===== src/rtl/hfswr_rx_pkg.sv =====
// Shared types and constants for the receive ping-pong bank scheduler.
// No logic; the FSM states and BRAM write-port shape live here.
package hfswr_rx_pkg;

    typedef enum logic [1:0] {
        IDLE    = 2'd0,
        CAPTURE = 2'd1,
        HOLD    = 2'd2,
        SKIP    = 2'd3
    } state_t;

    localparam int         BYTES_PER_WORD = 4;
    localparam logic [3:0] WE_ALL         = 4'hF;
    localparam int         NUM_BANKS      = 2;

    typedef struct packed {
        logic        en;
        logic [3:0]  we;
        logic [31:0] addr;
    } bram_wr_t;

endpackage


===== src/rtl/rx_bank_sched_if.sv =====
// Sample stream, reader release, BRAM port-A and status bundle of the bank scheduler.
// master drives samples/sync/release; slave is the scheduler.
interface rx_bank_sched_if #(
    parameter int DATA_W = 32
);
    import hfswr_rx_pkg::*;

    logic                 sinc;
    logic                 valid;
    logic [DATA_W-1:0]    datos;
    logic [NUM_BANKS-1:0] rd_done;
    logic [31:0]          addr;
    logic [DATA_W-1:0]    din;
    logic                 en_a;
    logic [3:0]           we;
    logic [NUM_BANKS-1:0] rdy;
    logic [31:0]          size_data;
    logic                 last_bank;
    logic [15:0]          overrun_cnt;

    modport master (
        output sinc, valid, datos, rd_done,
        input  addr, din, en_a, we, rdy, size_data, last_bank, overrun_cnt
    );

    modport slave (
        input  sinc, valid, datos, rd_done,
        output addr, din, en_a, we, rdy, size_data, last_bank, overrun_cnt
    );

endinterface


===== src/rtl/rx_edge_det.sv =====
// One-register rising-edge detector; rise is combinational from the live input.
// Zero-cycle latency on rise, no backpressure.
module rx_edge_det (
    input  logic clk,
    input  logic rst_n,
    input  logic d,
    output logic rise
);

    logic d_q;

    always_ff @(posedge clk or negedge rst_n) begin
        if (!rst_n) begin
            d_q <= 1'b0;
        end else begin
            d_q <= d;
        end
    end

    assign rise = d & ~d_q;

endmodule


===== src/rtl/rx_bank_sched.sv =====
// Ping-pong scheduler writing receiver samples into a two-bank BRAM, one sweep per bank.
// Write port is 1 cycle after valid; no backpressure: samples with no open bank are dropped.
module rx_bank_sched
    import hfswr_rx_pkg::*;
#(
    parameter int DEPTH  = 1024,
    parameter int DATA_W = 32,
    parameter int BASE1  = DEPTH * 4
) (
    input  logic           clk,
    input  logic           rst_n,
    rx_bank_sched_if.slave bus
);

    localparam int             CNT_W   = $clog2(DEPTH + 1);
    localparam logic [CNT_W-1:0] DEPTH_C = CNT_W'(DEPTH);

    state_t               state, state_nxt;
    logic                 cur_bank, cur_bank_nxt;
    logic [CNT_W-1:0]     count, count_nxt, final_cnt;
    logic [NUM_BANKS-1:0] rdy, rdy_nxt, busy_mask;
    logic [31:0]          size_q, size_nxt;
    logic                 last_q, last_nxt;
    logic [15:0]          ovr, ovr_nxt;
    logic                 sinc_rise, wr_fire, busy, cand;
    bram_wr_t             wr;
    logic [DATA_W-1:0]    din_q;

    rx_edge_det u_sinc_edge (
        .clk  (clk),
        .rst_n(rst_n),
        .d    (bus.sinc),
        .rise (sinc_rise)
    );

    assign wr_fire   = bus.valid && (state == CAPTURE) && (count < DEPTH_C);
    assign final_cnt = count + CNT_W'(wr_fire);
    assign busy      = (state == CAPTURE) || (state == HOLD);
    // The open bank is protected from a stray release by the reader.
    assign busy_mask = busy ? (NUM_BANKS'(1) << cur_bank) : '0;

    always_comb begin
        state_nxt    = state;
        cur_bank_nxt = cur_bank;
        count_nxt    = final_cnt;
        rdy_nxt      = rdy & ~(bus.rd_done & ~busy_mask);
        size_nxt     = size_q;
        last_nxt     = last_q;
        ovr_nxt      = ovr;
        cand         = cur_bank;

        if (wr_fire && (final_cnt == DEPTH_C)) begin
            state_nxt = HOLD;
        end

        if (sinc_rise) begin
            if (busy) begin
                if (final_cnt != '0) begin
                    rdy_nxt[cur_bank] = 1'b1;
                    size_nxt          = 32'(final_cnt);
                    last_nxt          = cur_bank;
                    cand              = ~cur_bank;
                end
            end else begin
                cand = rdy[0];
            end

            // Candidate is judged on the flags as registered, not this cycle's release.
            if (!rdy[cand]) begin
                state_nxt    = CAPTURE;
                cur_bank_nxt = cand;
                count_nxt    = '0;
            end else begin
                state_nxt = SKIP;
                if (ovr != 16'hFFFF) begin
                    ovr_nxt = ovr + 16'd1;
                end
            end
        end
    end

    always_ff @(posedge clk or negedge rst_n) begin
        if (!rst_n) begin
            state    <= IDLE;
            cur_bank <= 1'b0;
            count    <= '0;
            rdy      <= '0;
            size_q   <= '0;
            last_q   <= 1'b0;
            ovr      <= '0;
        end else begin
            state    <= state_nxt;
            cur_bank <= cur_bank_nxt;
            count    <= count_nxt;
            rdy      <= rdy_nxt;
            size_q   <= size_nxt;
            last_q   <= last_nxt;
            ovr      <= ovr_nxt;
        end
    end

    always_ff @(posedge clk or negedge rst_n) begin
        if (!rst_n) begin
            wr    <= '0;
            din_q <= '0;
        end else begin
            wr.en <= wr_fire;
            wr.we <= wr_fire ? WE_ALL : 4'h0;
            if (wr_fire) begin
                wr.addr <= (cur_bank ? 32'(BASE1) : 32'd0)
                         + (32'(count) * 32'(BYTES_PER_WORD));
                din_q   <= bus.datos;
            end
        end
    end

    assign bus.addr        = wr.addr;
    assign bus.din         = din_q;
    assign bus.en_a        = wr.en;
    assign bus.we          = wr.we;
    assign bus.rdy         = rdy;
    assign bus.size_data   = size_q;
    assign bus.last_bank   = last_q;
    assign bus.overrun_cnt = ovr;

endmodule

===== src/flat_wrapper.sv =====
// flat-port wrapper written by rule: the top's interface ports become plain ports
module rx_bank_sched_flat import hfswr_rx_pkg::*;
#(
    parameter int DEPTH  = 1024,
    parameter int DATA_W = 32,
    parameter int BASE1  = DEPTH * 4
)
  (clk, rst_n, bus_sinc, bus_valid, bus_datos, bus_rd_done, bus_addr, bus_din, bus_en_a, bus_we, bus_rdy, bus_size_data, bus_last_bank, bus_overrun_cnt);
  rx_bank_sched_if #(.DATA_W(DATA_W)) bus_i ();
  input  logic clk;
  input  logic rst_n;
  input wire logic [$bits(bus_i.sinc)-1:0] bus_sinc;
  input wire logic [$bits(bus_i.valid)-1:0] bus_valid;
  input wire logic [$bits(bus_i.datos)-1:0] bus_datos;
  input wire logic [$bits(bus_i.rd_done)-1:0] bus_rd_done;
  output wire logic [$bits(bus_i.addr)-1:0] bus_addr;
  output wire logic [$bits(bus_i.din)-1:0] bus_din;
  output wire logic [$bits(bus_i.en_a)-1:0] bus_en_a;
  output wire logic [$bits(bus_i.we)-1:0] bus_we;
  output wire logic [$bits(bus_i.rdy)-1:0] bus_rdy;
  output wire logic [$bits(bus_i.size_data)-1:0] bus_size_data;
  output wire logic [$bits(bus_i.last_bank)-1:0] bus_last_bank;
  output wire logic [$bits(bus_i.overrun_cnt)-1:0] bus_overrun_cnt;
  assign bus_i.sinc = bus_sinc;
  assign bus_i.valid = bus_valid;
  assign bus_i.datos = bus_datos;
  assign bus_i.rd_done = bus_rd_done;
  assign bus_addr = bus_i.addr;
  assign bus_din = bus_i.din;
  assign bus_en_a = bus_i.en_a;
  assign bus_we = bus_i.we;
  assign bus_rdy = bus_i.rdy;
  assign bus_size_data = bus_i.size_data;
  assign bus_last_bank = bus_i.last_bank;
  assign bus_overrun_cnt = bus_i.overrun_cnt;
  rx_bank_sched #(.DEPTH(DEPTH), .DATA_W(DATA_W), .BASE1(BASE1)) u_core (.clk(clk), .rst_n(rst_n), .bus(bus_i));
endmodule

===== config.mk =====
export PLATFORM = sky130hd
export DESIGN_NAME = rx_bank_sched_flat
export DESIGN_NICKNAME = d
export VERILOG_FILES = /design/src/rtl/hfswr_rx_pkg.sv /design/src/rtl/rx_bank_sched_if.sv /design/src/rtl/rx_edge_det.sv /design/src/rtl/rx_bank_sched.sv /design/src/flat_wrapper.sv
export SDC_FILE = /design/constraint.sdc
export NUM_CORES = 1
export LEC_CHECK = 0
export CAP_MARGIN = 15
export CORE_MARGIN = 2
export CORE_UTILIZATION = 44
export CTS_CLUSTER_SIZE = 10
export DETAILED_ROUTE_END_ITERATION = 16
export PLACE_DENSITY_LB_ADDON = 0.08
export SLEW_MARGIN = 10
export SYNTH_ARGS = -nofsm -noshare
export SYNTH_HDL_FRONTEND = slang
export SYNTH_SLANG_ARGS = --single-unit

===== constraint.sdc =====
create_clock -name clk -period 4.9 [get_ports clk]
set_clock_uncertainty 0.15 [all_clocks]
set_input_delay 0.735 -clock clk [delete_from_list [all_inputs] [get_ports clk]]
set_output_delay 0.735 -clock clk [all_outputs]
set_load 0.01 [all_outputs]

==> impl_table.tex, run 1 <==
\begin{tabular}{lr}
\hline
Metric & Value \\
\hline
\multicolumn{2}{l}{\textbf{Status}} \\
\quad Status & finished, final reports clean \\
\multicolumn{2}{l}{\textbf{Worst setup path}} \\
\quad Startpoint-to-endpoint class of the critical path & in2reg \\
\quad Worst-case reg-to-reg path depth & 15 \\
\quad Endpoint arrival time on the critical path & 4.25 ns \\
\quad Flop2flop setup slack & 0.99 ns \\
\quad Reg-to-Reg End & u\_core.count[1]\$\_DFF\_PN0\_ \\
\quad RR Startpoint & u\_core.state[1]\$\_DFFE\_PN0P\_ \\
\quad Crit Path Max Fanout & 11 \\
\quad Kind of start point of the critical path & input port \\
\quad Sort of element at the end of the critical path & register \\
\quad Data required time of the worst path & 4.98 ns \\
\multicolumn{2}{l}{\textbf{Clock tree}} \\
\quad Count of hold-fix buffers inserted at cts & 0 \\
\quad Clk slew on worst S/H paths & 0.09 ns \\
\quad PostCTS Resize Cnt & 0 \\
\quad H-tree Lvls & 3 \\
\quad Worst-case clock buffer depth & 2 \\
\quad TritonCTS clock tree & yes \\
\quad Setup bufs post-CTS & 0 \\
\quad Number of buffers created by CTS & 9 \\
\quad Clock insertion delay at the later pin of the skew report & 0.35 ns \\
\quad Clock Tree Root & clkbuf\_8 \\
\quad CTS Sinks & 90 \\
\multicolumn{2}{l}{\textbf{Yosys}} \\
\quad Number of synthesized register bits & 90 \\
\quad Unique cell type count in the Yosys netlist & 45 \\
\quad Simple-gate portion of the synthesized area & 0.219 \\
\quad Share of the yosys chip area belonging to registers & 0.534 \\
\quad Synth Area in XOR/XNOR & 0.0478 \\
\quad Post-Synthesis Cells & 436 \\
\quad Number of flops mapped to enable cells by yosys & 0 \\
\quad Synth Area in Compound Gates & 0.0632 \\
\quad Combinational family with the most area after synthesis & simple AND/OR/NAND/NOR gates \\
\quad Post-synthesis async set-or-reset flop share & 1.00 \\
\quad Netlist Area Pre-Place & 4210 um2 \\
\quad Ys flop type & dfrtp\_1 \\
\quad Mapped Avg Cell Area & 9.67 um2 \\
\quad YS warnings & 0 \\
\quad Portion of netlist area occupied by mux cells & 0.0166 \\
\quad Adder-cell share of the synthesized area & 0.0148 \\
\multicolumn{2}{l}{\textbf{Finish}} \\
\quad Share of layout cells above drive strength 1 & 0.0604 \\
\quad Footprint of the multi-input gates & 1680 um2 \\
\quad Area growth from synthesis to final layout & 30.5\% \\
\quad Register cell area after layout & 2250 um2 \\
\quad Fill cell total of the finished layout & 848 \\
\quad Antenna fix cells & 0 \\
\quad Final-stage net count & 587 \\
\multicolumn{2}{l}{\textbf{Timing}} \\
\quad Achievable Freq & 0.240 GHz \\
\quad Unrepaired setup endpoints after global routing & no \\
\quad Clock period minus final worst setup slack & 4.17 ns \\
\quad Final setup violation count & 0 \\
\quad Number of hold violations in the final report & 0 \\
\quad Worst slew margin relative to its limit & 0.361 \\
\quad Period Utilization, post-route & 0.851 \\
\quad Worst slew pin tran & 0.957 ns \\
\quad Sum of negative setup slack & 0 ns \\
\quad Final hold slack & 0.154 ns \\
\quad Final Max Tran Viols & 0 \\
\multicolumn{2}{l}{\textbf{Global routing}} \\
\quad Largest net degree at the start of global routing & 60 \\
\quad Number of antenna violations at the first check in global routing & 0 \\
\quad Number of global-route vias before repair & 2,989 \\
\quad Overall routing resource usage & 0.181 \\
\quad Total congestion overflow after global routing & 0 \\
\quad Global-route wire length before repair & 14,700 um \\
\multicolumn{2}{l}{\textbf{Die}} \\
\quad I/O pins & 158 \\
\quad Number of standard-cell rows in the floorplan & 35 \\
\quad Die outline width & 102 um \\
\quad Core Box Area & 9280 um2 \\
\quad Die extent in y & 102 um \\
\quad Effective utilization at floorplan & 0.454 \\
\quad Area enclosed by the die boundary & 10,400 um2 \\
\multicolumn{2}{l}{\textbf{Placement}} \\
\quad IO buf count & 116 \\
\quad Post-detail-place hpwl & 6250 um \\
\quad Placer Congestion & 0.855 \\
\multicolumn{2}{l}{\textbf{Pwr}} \\
\quad Internal power & 1.65 mW \\
\quad Comb power frac & 0.354 \\
\quad Post-layout power & 2.42 mW \\
\quad Part of the power in the clock network & 0.215 \\
\quad Switching share of total power & 0.318 \\
\quad Leakage power figure & 2.58 nW \\
\quad Total net switching power & 767 uW \\
\quad Part of the total power dissipated in sequential elements & 0.432 \\
\quad Pwr Density & 439 nW/um2 \\
\quad Worst VDD drop & 0.235 mV \\
\multicolumn{2}{l}{\textbf{Drt}} \\
\quad Wire length per cell & 13.4 um \\
\quad Detailed Routing Iterations Pass 1 & 4 \\
\quad Count of vias placed by the detailed router & 3,131 \\
\quad ANT nets after route & 0 \\
\quad Routed wire length & 9020 um \\
\quad Remaining DRCs & 0 \\
\quad DR iter-0 viols & 155 \\
\quad Vias per std cell & 4.64 \\
\multicolumn{2}{l}{\textbf{Flow run}} \\
\quad Max cap viols & 0 \\
\multicolumn{2}{l}{\textbf{Hold path}} \\
\quad Class of the tightest hold or removal check & in2async \\
\hline
\end{tabular}
worst max-delay path by stage:
stage | slack, ns | endpoint | start | depth (start not counted)
finish | 0.73 | u_core.count[1]$_DFF_PN0_ | bus_valid | 14
CTS | 0.77 | u_core.count[0]$_DFF_PN0_ | bus_valid | 14
global route | 0.42 | u_core.count[1]$_DFF_PN0_ | bus_valid | 14
detailed placement | 0.40 | u_core.count[0]$_DFF_PN0_ | bus_valid | 14
floorplan | 0.72 | u_core.state[1]$_DFFE_PN0P_ | bus_valid | 15
global placement | 0.51 | u_core.count[1]$_DFF_PN0_ | bus_valid | 14
stage by stage:
stage	area (um2)	util	instances	setup WS (ns)
2_1_floorplan	4360	-	476	0.720
3_3_place_gp	5310	0.571	662	0.514
3_5_place_dp	5310	0.571	662	0.401
4_1_cts	5500	0.592	675	0.766
5_1_grt	5500	0.592	675	0.422
6_report	5500	0.592	675	0.732
layer usage:
metal,global-route usage,part of all wire,vias to the layer above
met5,0,0,-
met4,0.0738,0.015,0
met2,0.269,0.43,113
li1,-,-,1547
met3,0.0438,0.067,8
met1,0.258,0.49,1463
worst max-delay path, cell delays in order:
cell	delay (ns)
clkdlybuf4s50_1	0.46
nand3b_1	0.10
inv_2	0.07
ha_1	0.25
ha_1	0.36
inv_1	0.11
nor3_2	0.27
mux2i_1	0.50
nor4b_1	0.10
mux2_4	0.30
a221oi_4	0.25
and2_1	0.43
nand2_1	0.11
and2_1	0.20
power by group through the flow:
stage | clock [mW] | combinational (mW) | sequential (mW)
4_1_cts | 0.536 | 0.865 | 1.05
2_1_floorplan | 0 | 0.369 | 1.12
5_1_grt | 0.565 | 0.943 | 1.07
6_report | 0.518 | 0.854 | 1.04
3_5_place_dp | 0 | 0.860 | 1.06
3_3_place_gp | 0 | 0.853 | 1.05
layout by cell type, fill, tap and decap left out, drive strengths merged:
cell type	n
mux2i	1
nor4	3
a21boi	1
a221oi	1
a21oi	20
o21ba	2
clkinv	2
nor2b	2
nand2	141
inv	5
and3	8
o32ai	1
nor2	16
nor3	4
a22o	2
o31a	1
mux2	5
a211oi	1
clkdlybuf4s50	115
and2	5
o211ai	1
a211o	1
a22oi	1
nand4	14
nand3	7
ha	5
xor2	6
buf	5
nand3b	2
conb	41
xnor2	17
and3b	1
clkbuf	9
o21ai	4
nor4b	2
nand2b	1
o32a	1
bufinv	2
dfrtp	90
cells by family after synthesis:
logic type,Yosys count
DFF,90
muxes,6
xor gates and xnor gates,23
adders and majority gates,5
and+or+nand+nor,206
buffers and inverters,68
AOI/OAI and AO/OA,37
other,1
final cells by class:
| type | instances | share of cell area |
|---|---|---|
| Sequential cell | 90 | 0.410 |
| Tap cell | 129 | 0.0294 |
| Inverter | 5 | 0.00341 |
| Clock inverter | 4 | 0.0127 |
| Clock buffer | 9 | 0.0225 |
| Multi-Input combinational cell | 318 | 0.306 |
| Timing Repair Buffer | 120 | 0.216 |
flip-flops by register name, summed over array words and instances (netlist names):
name and count:
u_core.bus.din 32, u_core.bus.overrun_cnt 16, u_core.bus.addr 12, u_core.bus.size_data 11
u_core.count 11, u_core.bus.rdy 2, u_core.state 2, u_core.bus.last_bank 1
u_core.bus.we 1, u_core.cur_bank 1, u_core.u_sinc_edge.d_q 1
cells in the mapped netlist (2+ instances only):
cell type | instances | share of area
a21oi_1 | 19 | 0.023
a22o_1 | 2 | 0.0042
and2_1 | 5 | 0.0074
and3_1 | 8 | 0.012
buf_1 | 5 | 0.0045
buf_4 | 45 | 0.080
clkbuf_1 | 11 | 0.0098
dfrtp_1 | 90 | 0.53
ha_1 | 5 | 0.015
inv_1 | 4 | 0.0036
mux2_2 | 4 | 0.011
nand2_1 | 141 | 0.13
nand3_1 | 6 | 0.0071
nand3b_1 | 2 | 0.0036
nand4_1 | 14 | 0.021
nor2_1 | 16 | 0.014
nor2b_1 | 2 | 0.0030
nor3_1 | 3 | 0.0036
nor4_1 | 2 | 0.0030
nor4b_1 | 2 | 0.0042
o21ai_0 | 4 | 0.0048
o21ba_2 | 2 | 0.0048
xnor2_1 | 17 | 0.035
xor2_1 | 6 | 0.012
Note: power is estimated with default switching activity, not from simulation.
==> run 2: changes to the inputs <==
--- a/config.mk
+++ b/config.mk
@@ -10,6 +10,7 @@
 export CORE_UTILIZATION = 44
 export CTS_CLUSTER_SIZE = 10
 export DETAILED_ROUTE_END_ITERATION = 16
+export GPL_ROUTABILITY_DRIVEN = 1
 export PLACE_DENSITY_LB_ADDON = 0.08
 export SLEW_MARGIN = 10
 export SYNTH_ARGS = -nofsm -noshare
==> results of run 2 <==
Final layout, timing and power as in run 1 (identical DEF).
